**config.mk**
```make
export PLATFORM = sky130hd
export DESIGN_NAME = coupling_gain_ramp_sequencer
export DESIGN_NICKNAME = d
export VERILOG_FILES = /design/src/rtl/coupling_gain_ramp_sequencer.sv
export SDC_FILE = /design/constraint.sdc
export NUM_CORES = 1
export LEC_CHECK = 0
export ABC_AREA = 1
export CAP_MARGIN = 20
export CORE_ASPECT_RATIO = 0.75
export CORE_MARGIN = 1
export CORE_UTILIZATION = 40
export CTS_CLUSTER_DIAMETER = 80
export DETAILED_ROUTE_END_ITERATION = 8
export GPL_TIMING_DRIVEN = 0
export PLACE_DENSITY_LB_ADDON = 0.1
export REMOVE_ABC_BUFFERS = 1
export SYNTH_ARGS = -nofsm -noshare
export SYNTH_HDL_FRONTEND = slang
export SYNTH_SLANG_ARGS = --single-unit
```
**constraint.sdc**
```tcl
create_clock -name clk -period 12.1 [get_ports clk]
set_input_delay 1.21 -clock clk [delete_from_list [all_inputs] [get_ports clk]]
set_output_delay 1.21 -clock clk [all_outputs]
set_load 0.005 [all_outputs]
```
**src/rtl/coupling_gain_ramp_sequencer.sv**
```systemverilog
// Crossfades the PAC/harmonic coupling gain pair between modulatory and harmonic regimes
// with a linear, reversible ramp, a request handshake and a post-settle dwell interlock.
module coupling_gain_ramp_sequencer #(
    parameter int WIDTH     = 18,
    parameter int FRAC      = 14,
    parameter int RAMP_LOG2 = 11,
    parameter int MIN_DWELL = 400,
    parameter int GAIN_HI   = 16384,
    parameter int GAIN_LO   = 2048
) (
    input  logic                    clk,
    input  logic                    rst,
    input  logic                    clk_en,
    input  logic                    req_valid,
    input  logic                    req_target,
    output logic                    req_ready,
    input  logic                    force_modulatory,
    output logic signed [WIDTH-1:0] pac_gain,
    output logic signed [WIDTH-1:0] harmonic_gain,
    output logic [1:0]              coupling_mode,
    output logic                    ramp_active,
    output logic                    settle_pulse
);

    localparam int P_W    = RAMP_LOG2 + 1;
    localparam int PROD_W = WIDTH + RAMP_LOG2 + 1;
    localparam int DW_W   = $clog2(MIN_DWELL + 2);

    localparam logic [P_W-1:0]          P_MAX     = {1'b1, {RAMP_LOG2{1'b0}}};
    localparam logic [P_W-1:0]          P_ZERO    = '0;
    localparam logic [DW_W-1:0]         DWELL_SAT = DW_W'(MIN_DWELL);
    localparam logic [PROD_W-1:0]       DELTA     = PROD_W'(GAIN_HI - GAIN_LO);
    localparam logic signed [WIDTH-1:0] G_HI      = WIDTH'(GAIN_HI);
    localparam logic signed [WIDTH-1:0] G_LO      = WIDTH'(GAIN_LO);

    localparam logic [1:0] MODE_MOD  = 2'b00;
    localparam logic [1:0] MODE_RAMP = 2'b01;
    localparam logic [1:0] MODE_HARM = 2'b10;

    // Gains must be ordered, non-negative and representable in the signed Q format.
    if (GAIN_HI <= GAIN_LO || GAIN_LO < 0 || GAIN_HI >= (1 << (WIDTH - 1)) || FRAC >= WIDTH)
    begin : g_param_check
        $error("coupling_gain_ramp_sequencer: invalid gain/format parameters");
    end

    typedef enum logic [1:0] {
        ST_MOD,
        ST_RAMP_UP,
        ST_HARM,
        ST_RAMP_DN
    } state_t;

    state_t                    state;
    logic [P_W-1:0]            p;
    logic [P_W-1:0]            p_next;
    logic [DW_W-1:0]           dwell;
    logic [PROD_W-1:0]         prod;
    logic signed [WIDTH-1:0]   s_next;
    logic                      accept;
    logic                      turn_up;
    logic                      turn_dn;

    // NOTE: req_ready is combinational on force_modulatory so an abort blocks acceptance
    // on the same edge; everything else it depends on is registered.
    assign req_ready = !force_modulatory && (ramp_active || dwell == DWELL_SAT);
    assign accept    = req_valid && req_ready;
    assign turn_up   = accept && req_target;
    assign turn_dn   = force_modulatory || (accept && !req_target);

    // A direction swap holds p for that tick; otherwise ramps step and clamp at the ends.
    always_comb begin
        p_next = p;
        case (state)
            ST_RAMP_UP: if (!turn_dn && p != P_MAX)  p_next = p + 1'b1;
            ST_RAMP_DN: if (!turn_up && p != P_ZERO) p_next = p - 1'b1;
            default:    p_next = p;
        endcase
    end

    always_comb begin
        prod   = DELTA * PROD_W'(p_next);
        s_next = WIDTH'(prod >> RAMP_LOG2);
    end

    always_ff @(posedge clk or posedge rst) begin
        if (rst) begin
            state         <= ST_MOD;
            p             <= '0;
            dwell         <= DWELL_SAT;
            pac_gain      <= G_HI;
            harmonic_gain <= G_LO;
            coupling_mode <= MODE_MOD;
            ramp_active   <= 1'b0;
            settle_pulse  <= 1'b0;
        end else begin
            // NOTE: the settle pulse is one clk wide, so it clears outside the clk_en gate.
            settle_pulse <= 1'b0;
            if (clk_en) begin
                p             <= p_next;
                pac_gain      <= G_HI - s_next;
                harmonic_gain <= G_LO + s_next;
                case (state)
                    ST_MOD: begin
                        if (turn_up) begin
                            state         <= ST_RAMP_UP;
                            coupling_mode <= MODE_RAMP;
                            ramp_active   <= 1'b1;
                        end else if (dwell != DWELL_SAT) begin
                            dwell <= dwell + 1'b1;
                        end
                    end
                    ST_HARM: begin
                        if (turn_dn) begin
                            state         <= ST_RAMP_DN;
                            coupling_mode <= MODE_RAMP;
                            ramp_active   <= 1'b1;
                        end else if (dwell != DWELL_SAT) begin
                            dwell <= dwell + 1'b1;
                        end
                    end
                    ST_RAMP_UP: begin
                        if (turn_dn) begin
                            state <= ST_RAMP_DN;
                        end else if (p_next == P_MAX) begin
                            state         <= ST_HARM;
                            coupling_mode <= MODE_HARM;
                            ramp_active   <= 1'b0;
                            settle_pulse  <= 1'b1;
                            dwell         <= '0;
                        end
                    end
                    ST_RAMP_DN: begin
                        if (turn_up) begin
                            state <= ST_RAMP_UP;
                        end else if (p_next == P_ZERO) begin
                            state         <= ST_MOD;
                            coupling_mode <= MODE_MOD;
                            ramp_active   <= 1'b0;
                            settle_pulse  <= 1'b1;
                            dwell         <= '0;
                        end
                    end
                    default: state <= ST_MOD;
                endcase
            end
        end
    end

endmodule

```
Word-level counts from Yosys, hierarchy flattened

Index checks and enable logic that the tools add are counted.
W data, S select, Z words.

Bits in registers: 63
Output and inout port bits: 41
Word-level logic and storage cells: 84

Add/subtract/negate cells: 5
$mul: 1
Equal/unequal tests: 17
Mux-type cells: 35
Reductions and logical operators: 18

Operators with widths:

| kind                     | number |
|---|---|
| $mux W9                  | 7 |
| $pmux W9 S4              | 1 |
| $mux W12                 | 2 |
| $pmux W12 S2             | 1 |
| $mux W2                  | 9 |
| $add A12 B15 Y16 const A | 1 |
| $ne A2 B2 Y1 const B     | 8 |
| $pmux W2 S4              | 2 |
| $sub A15 B15 Y16 const A | 1 |
| $mul A3 B12 Y15 const A  | 1 |
| $reduce_and A7 Y1        | 2 |
| $add A12 B1 Y12 const B  | 1 |
| $eq A12 B12 Y1 const B   | 1 |
| $logic_not A12 Y1        | 1 |
| $ne A12 B12 Y1 const B   | 1 |
| $reduce_bool A12 Y1      | 1 |
| $sub A12 B1 Y12 const B  | 1 |
| $mux W1                  | 11 |
| $add A9 B1 Y9 const B    | 1 |
| $eq A9 B9 Y1 const B     | 1 |
| $ne A9 B9 Y1 const B     | 1 |
| $logic_and A1 B1 Y1      | 6 |
| $ne A3 B3 Y1 const B     | 2 |
| $reduce_and A5 Y1        | 1 |
| other kinds (7)          | 12 |

Depth between registers and ports, before layout

Gate-level depths: netlist of the first run.

Depth in word-level cells: 15
Mapped depth: 35
Mapped depth without buffers: 35

Least setup slack after synthesis of the first run

No wires, ideal clock.

Path kind: input-to-reg
Start: input force_modulatory
End: register pac_gain[13]
Library setup time: 0.118 ns
Arrival: 4.519 ns
Required time: 11.982 ns
Path slack: 7.463 ns
Cell stages on the path: 25
Cell sequence: inv_1 > nand4_4 > nand2_4 > inv_2 > buf_6 > nand2_1 > o211ai_1 > nand3_1 > inv_1 > fa_1 > inv_1 > ha_1 > fa_1 > nand3_1 > nand2_1 > nand2_1 > nand3_2 > xnor2_2 > inv_2 > nor2_1 > nand4_1 > nor2_1 > nand3_2 > nand3_1 > nand2_1

Word-level cells in the longest chain between the ends: 11
Elaborated cells between the ends (all ways): 15
Classes of those cells: add/sub: 1; mul: 1; mux: 3; reduce/logical: 10

Ends and longest elaborated chain:

| what                 | line | RTL |
|---|---|---|
| start, declared      | 17   | `input logic force_modulatory,` |
| $logic_not A1 Y1     | 65   | `assign req_ready = !force_modulatory && (ramp_active \|\| dwell == DWELL_SAT);` |
| $logic_and A1 B1 Y1  | 65   |  |
| $logic_and A1 B1 Y1  | 66   | `assign accept = req_valid && req_ready;` |
| $logic_and A1 B1 Y1  | 68   | `assign turn_dn = force_modulatory \|\| (accept && !req_target);` |
| $logic_or A1 B1 Y1   | 68   |  |
| $logic_not A1 Y1     | 74   | `ST_RAMP_UP: if (!turn_dn && p != P_MAX) p_next = p + 1'b1;` |
| $logic_and A1 B1 Y1  | 74   |  |
| $mux W12             | 74   |  |
| $pmux W12 S2 (*)     | 73   | `case (state)` |
| named net p_next[1]  | 55   | `logic [P_W-1:0] p_next;` |
| $mul A3 B12 Y15 (*)  | 81   | `prod = DELTA * PROD_W'(p_next);` |
| $sub A15 B15 Y16 (*) | 100  | `pac_gain <= G_HI - s_next;` |
| end signal, assigned | 100  |  |
| end, declared        | 18   | `output logic signed [WIDTH-1:0] pac_gain,` |

The timed path passes the listed nets; every way through them passes the cells marked *.
A chain may end at the register's enable or synchronous reset.

Worst setup path in the final report of the first run

Start: register state[1]
End: register pac_gain[13]

Word-level cells in the longest chain between the ends: 4
Elaborated cells between the ends (all ways): 5
Classes of those cells: add/sub: 1; mul: 1; eq/ne: 2; mux: 1

Ends and longest elaborated chain:

| what                                                | line | RTL |
|---|---|---|
| start, declared                                     | 53   | `state_t state;` |
| start signal, assigned                              | 87   | `state <= ST_MOD;` |
| start signal, assigned                              | 105  | `state <= ST_RAMP_UP;` |
| start signal, assigned                              | 114  | `state <= ST_RAMP_DN;` |
| $eq A2 B2 Y1 / $eq A2 B1 Y1 (equally long branches) | 73   |  |
| $pmux W12 S2 (*)                                    | 73   |  |
| $mul A3 B12 Y15 (*)                                 | 81   |  |
| $sub A15 B15 Y16 (*)                                | 100  |  |

Mark *: on every way between the ends. The rest lies on a longest branch, timed or not.

==> results.cfg, run 1 <==
[outcome]
status = finished clean

[clocking]
postCtsHoldBufs = 0
cts_buffer_depth = 2
cts_resized = 0
cts_max_level = 2
cts_sinks = 55
numCtsBuffers = 5
clk_pin_slew_ns = 0.08
cts_root_buffer = clkbuf_16
post_cts_buffers = 0
cts_tree = built
insertion_delay_ns = 0.30

[place]
dp_hpwl_um = 8990
dp_slack_ns = 6.32
place.gp.congestion = 0.950
dp_cells = 840
port_buffers = 44

[detailed_routing]
vias = 4245
finalWirelength_um = 11800
drt_first_pass_iters = 5
drt_iter0_markers = 277
routed_via_density = 5.01
wl_met3_um = 367
wire_per_inst_um = 14.0
dr_wl_met2_um = 4880
drc = 0
wl_met1_um = 6520
ant_nets = 0
top_layer_used = met4

[critical_path]
cp_data_arrival_time_ns = 5.72
start_kind = flip-flop
end_kind = flip-flop
crit_type = flip-flop to flip-flop
cp_max_fo = 16
cp.required_ns = 12.29

[timing]
fin_crit_sh_pct = 45.7
rsz0062_at_grt = no
tightest_slew_ns = 0.868
slew-limit-headroom_pct = 41.9
fin_crit_ns = 5.53
setup-violations-final = 0
fin_setup_tns_ns = 0
skew_ns = 0.00919
clock.fmax_mhz = 181
hold_viol = 0
drv_slew = 0
layout_setup_ws_ns = 6.57

[global_route]
grt_start_max_net_pins = 43
grt_pass1_vias = 3861
gr-total-overflow = 0
antenna_found_initial = 0
grt_usage_pct = 20.5
grt_pass1_wl_um = 19700

[synthesis]
synth_most_common_cell = nand2_1
ys_types = 45
synth_common_cells = nand2_1 (161), inv_1 (81), nor2_1 (57)
synthArstFlopShare_pct = 100
synth.top_cells.by_area = dfrtp_1 (26%), nand2_1 (13%), ha_1 (7.9%)
syn_avg_cell_area_um2 = 7.23
syn_area_mm2 = 0.00475
ys_seq_elements = 55
yosys.area.top_type_share_pct = 26.3
synthCells = 657
synth_warnings = 0
synth_edf_count = 0
yosysTopAreaCell = dfrtp_1
synth_flop_cell = dfrtp_1
ys_seq_area_share_pct = 29.1

[floorplanning]
fp.dieArea_mm2 = 0.0123
coreArea_mm2 = 0.0116
io_pins = 47
die_w_um = 128
die_h_um = 96.4
rows = 34
start_util_pct = 41.1

[final_layout]
layout-drive-gt1-share_pct = 8.89
syn_to_final_growth_pct = 14.9
nNetsFinal = 733
stdcell_count = 848
n_antenna_cell = 0

[job]
maxCapViolCount = 0

[hold_path]
worstHoldPathType = flip-flop to flip-flop
-- layer usage --
metal	GRT usage, %	vias up
met2	29.6	68
li1	-	2172
met4	3.82	0
met5	0	-
met3	2.86	7
met1	32.1	1998
-- critical path, stage by stage, from the launching register on --
cell,delay [ns]
dfrtp_1,0.41
inv_1,0.09
ha_1,0.38
nor2_1,0.74
inv_1,0.55
nand3_2,0.23
nand2_4,0.18
fa_1,0.52
inv_1,0.04
ha_1,0.20
fa_1,0.41
nand3_1,0.10
nand2_1,0.14
nand2_1,0.11
nand3_2,0.10
xnor2_2,0.25
inv_2,0.09
nor2_1,0.20
nand4_1,0.19
nor2_1,0.20
nand3_2,0.09
nand3_1,0.10
nand2_1,0.07
-- final timing paths --
kind                               from                to  slack, ns  cells after the start
setup / recovery               state[1]      pac_gain[13]       6.57                     22
hold / removal             pac_gain[14]      pac_gain[14]       0.47                      2
min in group asynchronous           rst  harmonic_gain[2]       1.32                      2
hold reg to reg            pac_gain[14]      pac_gain[14]       0.47                      2
setup reg to reg               state[1]      pac_gain[13]       6.57                     22
max in group asynchronous           rst          dwell[7]      10.13                      3
-- placed cells by master, fill, tap and decap left out, types with 2 or more instances in the layout --
cell type and instances:
nand2_1 161, o21ai_1 16, nand2_2 4, inv_1 80
xnor2_1 5, dfrtp_1 50, nor2_2 2, a21oi_1 22
o211ai_2 6, nand4_1 12, nor2_1 57, nand3_1 50
clkinv_1 2, clkdlybuf4s50_1 43, o22ai_1 4, dfstp_2 5
nand3_2 5, conb_1 2, o21ai_0 27, nand2_4 3
xor2_1 17, o31ai_1 6, a21oi_2 3, ha_1 30
clkbuf_16 5, o21bai_1 2, inv_2 15, fa_1 12
nor3_1 13, o211ai_1 10
-- cell type report --
type	count	area, um2
clock inverter	2	38.8
fill	1180	6110
timing repair buffer	46	483
tap	162	203
multi-input combinational	480	2850
clock buffer	6	139
sequential	55	1380
inverter	97	364
-- cells by family after synthesis --
group           Yosys count  share of synthesized area [%]
flops                    55                           29.1
fa+ha+maj                42                           13.0
compound gates           99                           12.9
xor+xnor                 23                           4.40
buf+inv                 123                           11.0
other cells               1                         0.0789
simple gates            314                           29.6
-- sequential cells by signal (all words and copies together) (netlist names) --
register	count
p	11
coupling_mode	2
dwell	9
state	2
settle_pulse	1
harmonic_gain	15
pac_gain	15
-- stage by stage --
stage          util (%)  hold slack (ns)  instance area [um2]
3_3_place_gp       45.3            0.454                 5240
6_report           47.2            0.469                 5460
4_1_cts            47.2            0.472                 5460
5_1_grt            47.2            0.499                 5460
2_1_floorplan         -            0.457                 4600
3_5_place_dp       45.7            0.459                 5290
Power of run 1 is left out: the tool's default activity adds up to more than one toggle a clock period on the data nets, which glitch-free logic cannot reach.
==> inputs of run 2 (changes only) <==
==> constraint.sdc (replaced) <==
create_clock -name clk -period 5.05 [get_ports clk]
set_input_delay 0.505 -clock clk [delete_from_list [all_inputs] [get_ports clk]]
set_output_delay 0.505 -clock clk [all_outputs]
set_load 0.005 [all_outputs]
==> results.cfg, run 2 (synthesized netlist as in run 1, its figures left out) <==
[outcome]
status = finished clean

[clocking]
cts_root_buffer = clkbuf_16
postCtsHoldBufs = 0
cts_tree = built
cts_sinks = 55
numCtsBuffers = 5
cts_max_level = 2
clk_pin_slew_ns = 0.08
insertion_delay_ns = 0.30
cts_buffer_depth = 2

[global_route]
met3_usage_pct = 2.86
busiest_layer = met1
use_met2_pct = 29.9
grt_usage_pct = 20.6
met1_usage_pct = 32.2
antenna_found_initial = 0
grt_pass1_vias = 3885
grt_start_max_net_pins = 43
grt_pass1_wl_um = 19800
gr-total-overflow = 0

[detailed_routing]
vias = 4348
wire_per_inst_um = 14.0
ant_nets = 0
drt_first_pass_iters = 5
drc = 0
drt_iter0_markers = 252
finalWirelength_um = 12100
routed_via_density = 5.03

[critical_path]
start_kind = flip-flop
cp.required_ns = 5.24
rr_endpoint = pac_gain[13]
rrSetupSlack_ns = 0.31
worstReg2RegStart = pac_gain[0]
r2r_cells = 27
end_kind = flip-flop
cp_data_arrival_time_ns = 4.93
crit_type = flip-flop to flip-flop
cp_max_fo = 12

[timing]
skew_ns = 0.00649
hold_viol = 0
drv_slew = 0
hold_ws_ns = 0.470
clock.fmax_mhz = 211
setup-violations-final = 0
fin_crit_sh_pct = 93.8
layout_setup_ws_ns = 0.311
fin_crit_ns = 4.74
slew-limit-headroom_pct = 48.6
tightest_slew_ns = 0.771

[place]
dp_slack_ns = -0.410
place.gp.congestion = 0.950
dp_cells = 840
port_buffers = 44
dp_hpwl_um = 8990

[final_layout]
n_antenna_cell = 0
final_common_cell = nand2_1
syn_to_final_growth_pct = 19.8
nNetsFinal = 749
layout_common_cells = nand2_1 (160), inv_1 (78), nand3_1 (49), nor2_1 (49), dfrtp_1 (48)
layout-drive-gt1-share_pct = 14.1
top_regs = harmonic_gain: 15 flops, pac_gain: 15 flops, p: 11 flops
post-route-util_pct = 49.2
stdcell_count = 864

[hold_path]
worstHoldPathType = flip-flop to flip-flop
hold_depth = 2
min_to = pac_gain[14]
hold_start = pac_gain[14]

[floorplanning]
coreArea_mm2 = 0.0116
start_util_pct = 41.1
io_pins = 47
die_w_um = 128
rows = 34
die_h_um = 96.4
fp.dieArea_mm2 = 0.0123

[job]
maxCapViolCount = 0
## run 2: changes by cell type in the layout (fill, tap and decap cells not counted), sizes merged
| cell | before | now |
|---|---|---|
| clkinvlp | 0 | 1 |
| inv | 96 | 95 |
| buf | 3 | 19 |
## run 2: repair_timing
| action | 4_1_cts | 5_1_grt |
|---|---|---|
| endpoints found under the setup margin | 13 | 13 |
| pin swaps | 0 | 8 |
| setup buffers | 0 | 16 |
| hold endpoints to repair | 0 | 0 |
| gates resized for setup | 6 | 25 |
## run 2: layer usage
layer,wire (um),up-vias
met5,0,-
met4,89,0
met3,540,7
met2,4990,90
met1,6480,2039
li1,-,2212
## run 2: critical path, stage by stage, from the launching register on
cell and delay, ns:
dfrtp_2 0.45, inv_4 0.11, ha_2 0.20, nand4_1 0.21
inv_1 0.15, nand4_1 0.16, nand2_4 0.16, inv_6 0.07
nand2_1 0.07, o211ai_1 0.10, nand3_2 0.15, inv_1 0.11
fa_1 0.54, inv_1 0.04, ha_1 0.21, fa_2 0.37
nand3_1 0.11, nand2_2 0.12, nand2_1 0.13, nand3_4 0.11
xnor2_4 0.22, inv_2 0.08, nor2_2 0.14, nand4_1 0.18
nor2_2 0.19, nand3_2 0.08, nand3_1 0.10, nand2_1 0.07
## run 2: cell type report
cell class | instances | area, um2
fillers | 1159 | 5870
clock inverters | 2 | 38.8
multi-input cells | 480 | 2950
clock buffers | 6 | 139
well taps | 162 | 203
repair buffers | 62 | 603
flip-flops and latches | 55 | 1390
inverters | 97 | 375
## run 2: worst max-delay path by stage
stage / from / to / slack [ns] / depth (start not counted)
after floorplan: pac_gain[0] / pac_gain[13] / 0.84 / 27
after global placement: state[1] / pac_gain[13] / -0.37 / 22
after detailed placement: state[1] / pac_gain[13] / -0.41 / 22
after CTS: pac_gain[0] / pac_gain[13] / 0.007 / 27
after global routing: pac_gain[0] / pac_gain[12] / -0.009 / 26
final: pac_gain[0] / pac_gain[13] / 0.31 / 27
## run 2: per-stage QoR
stage                     area, um2  setup TNS (ns)
after floorplan                4600               0
after global placement         5240           -1.75
after detailed placement       5290           -2.29
after CTS                      5490               0
after global routing           5700        -0.00919
final                          5700               0
Power of run 2 is left out for the same reason.
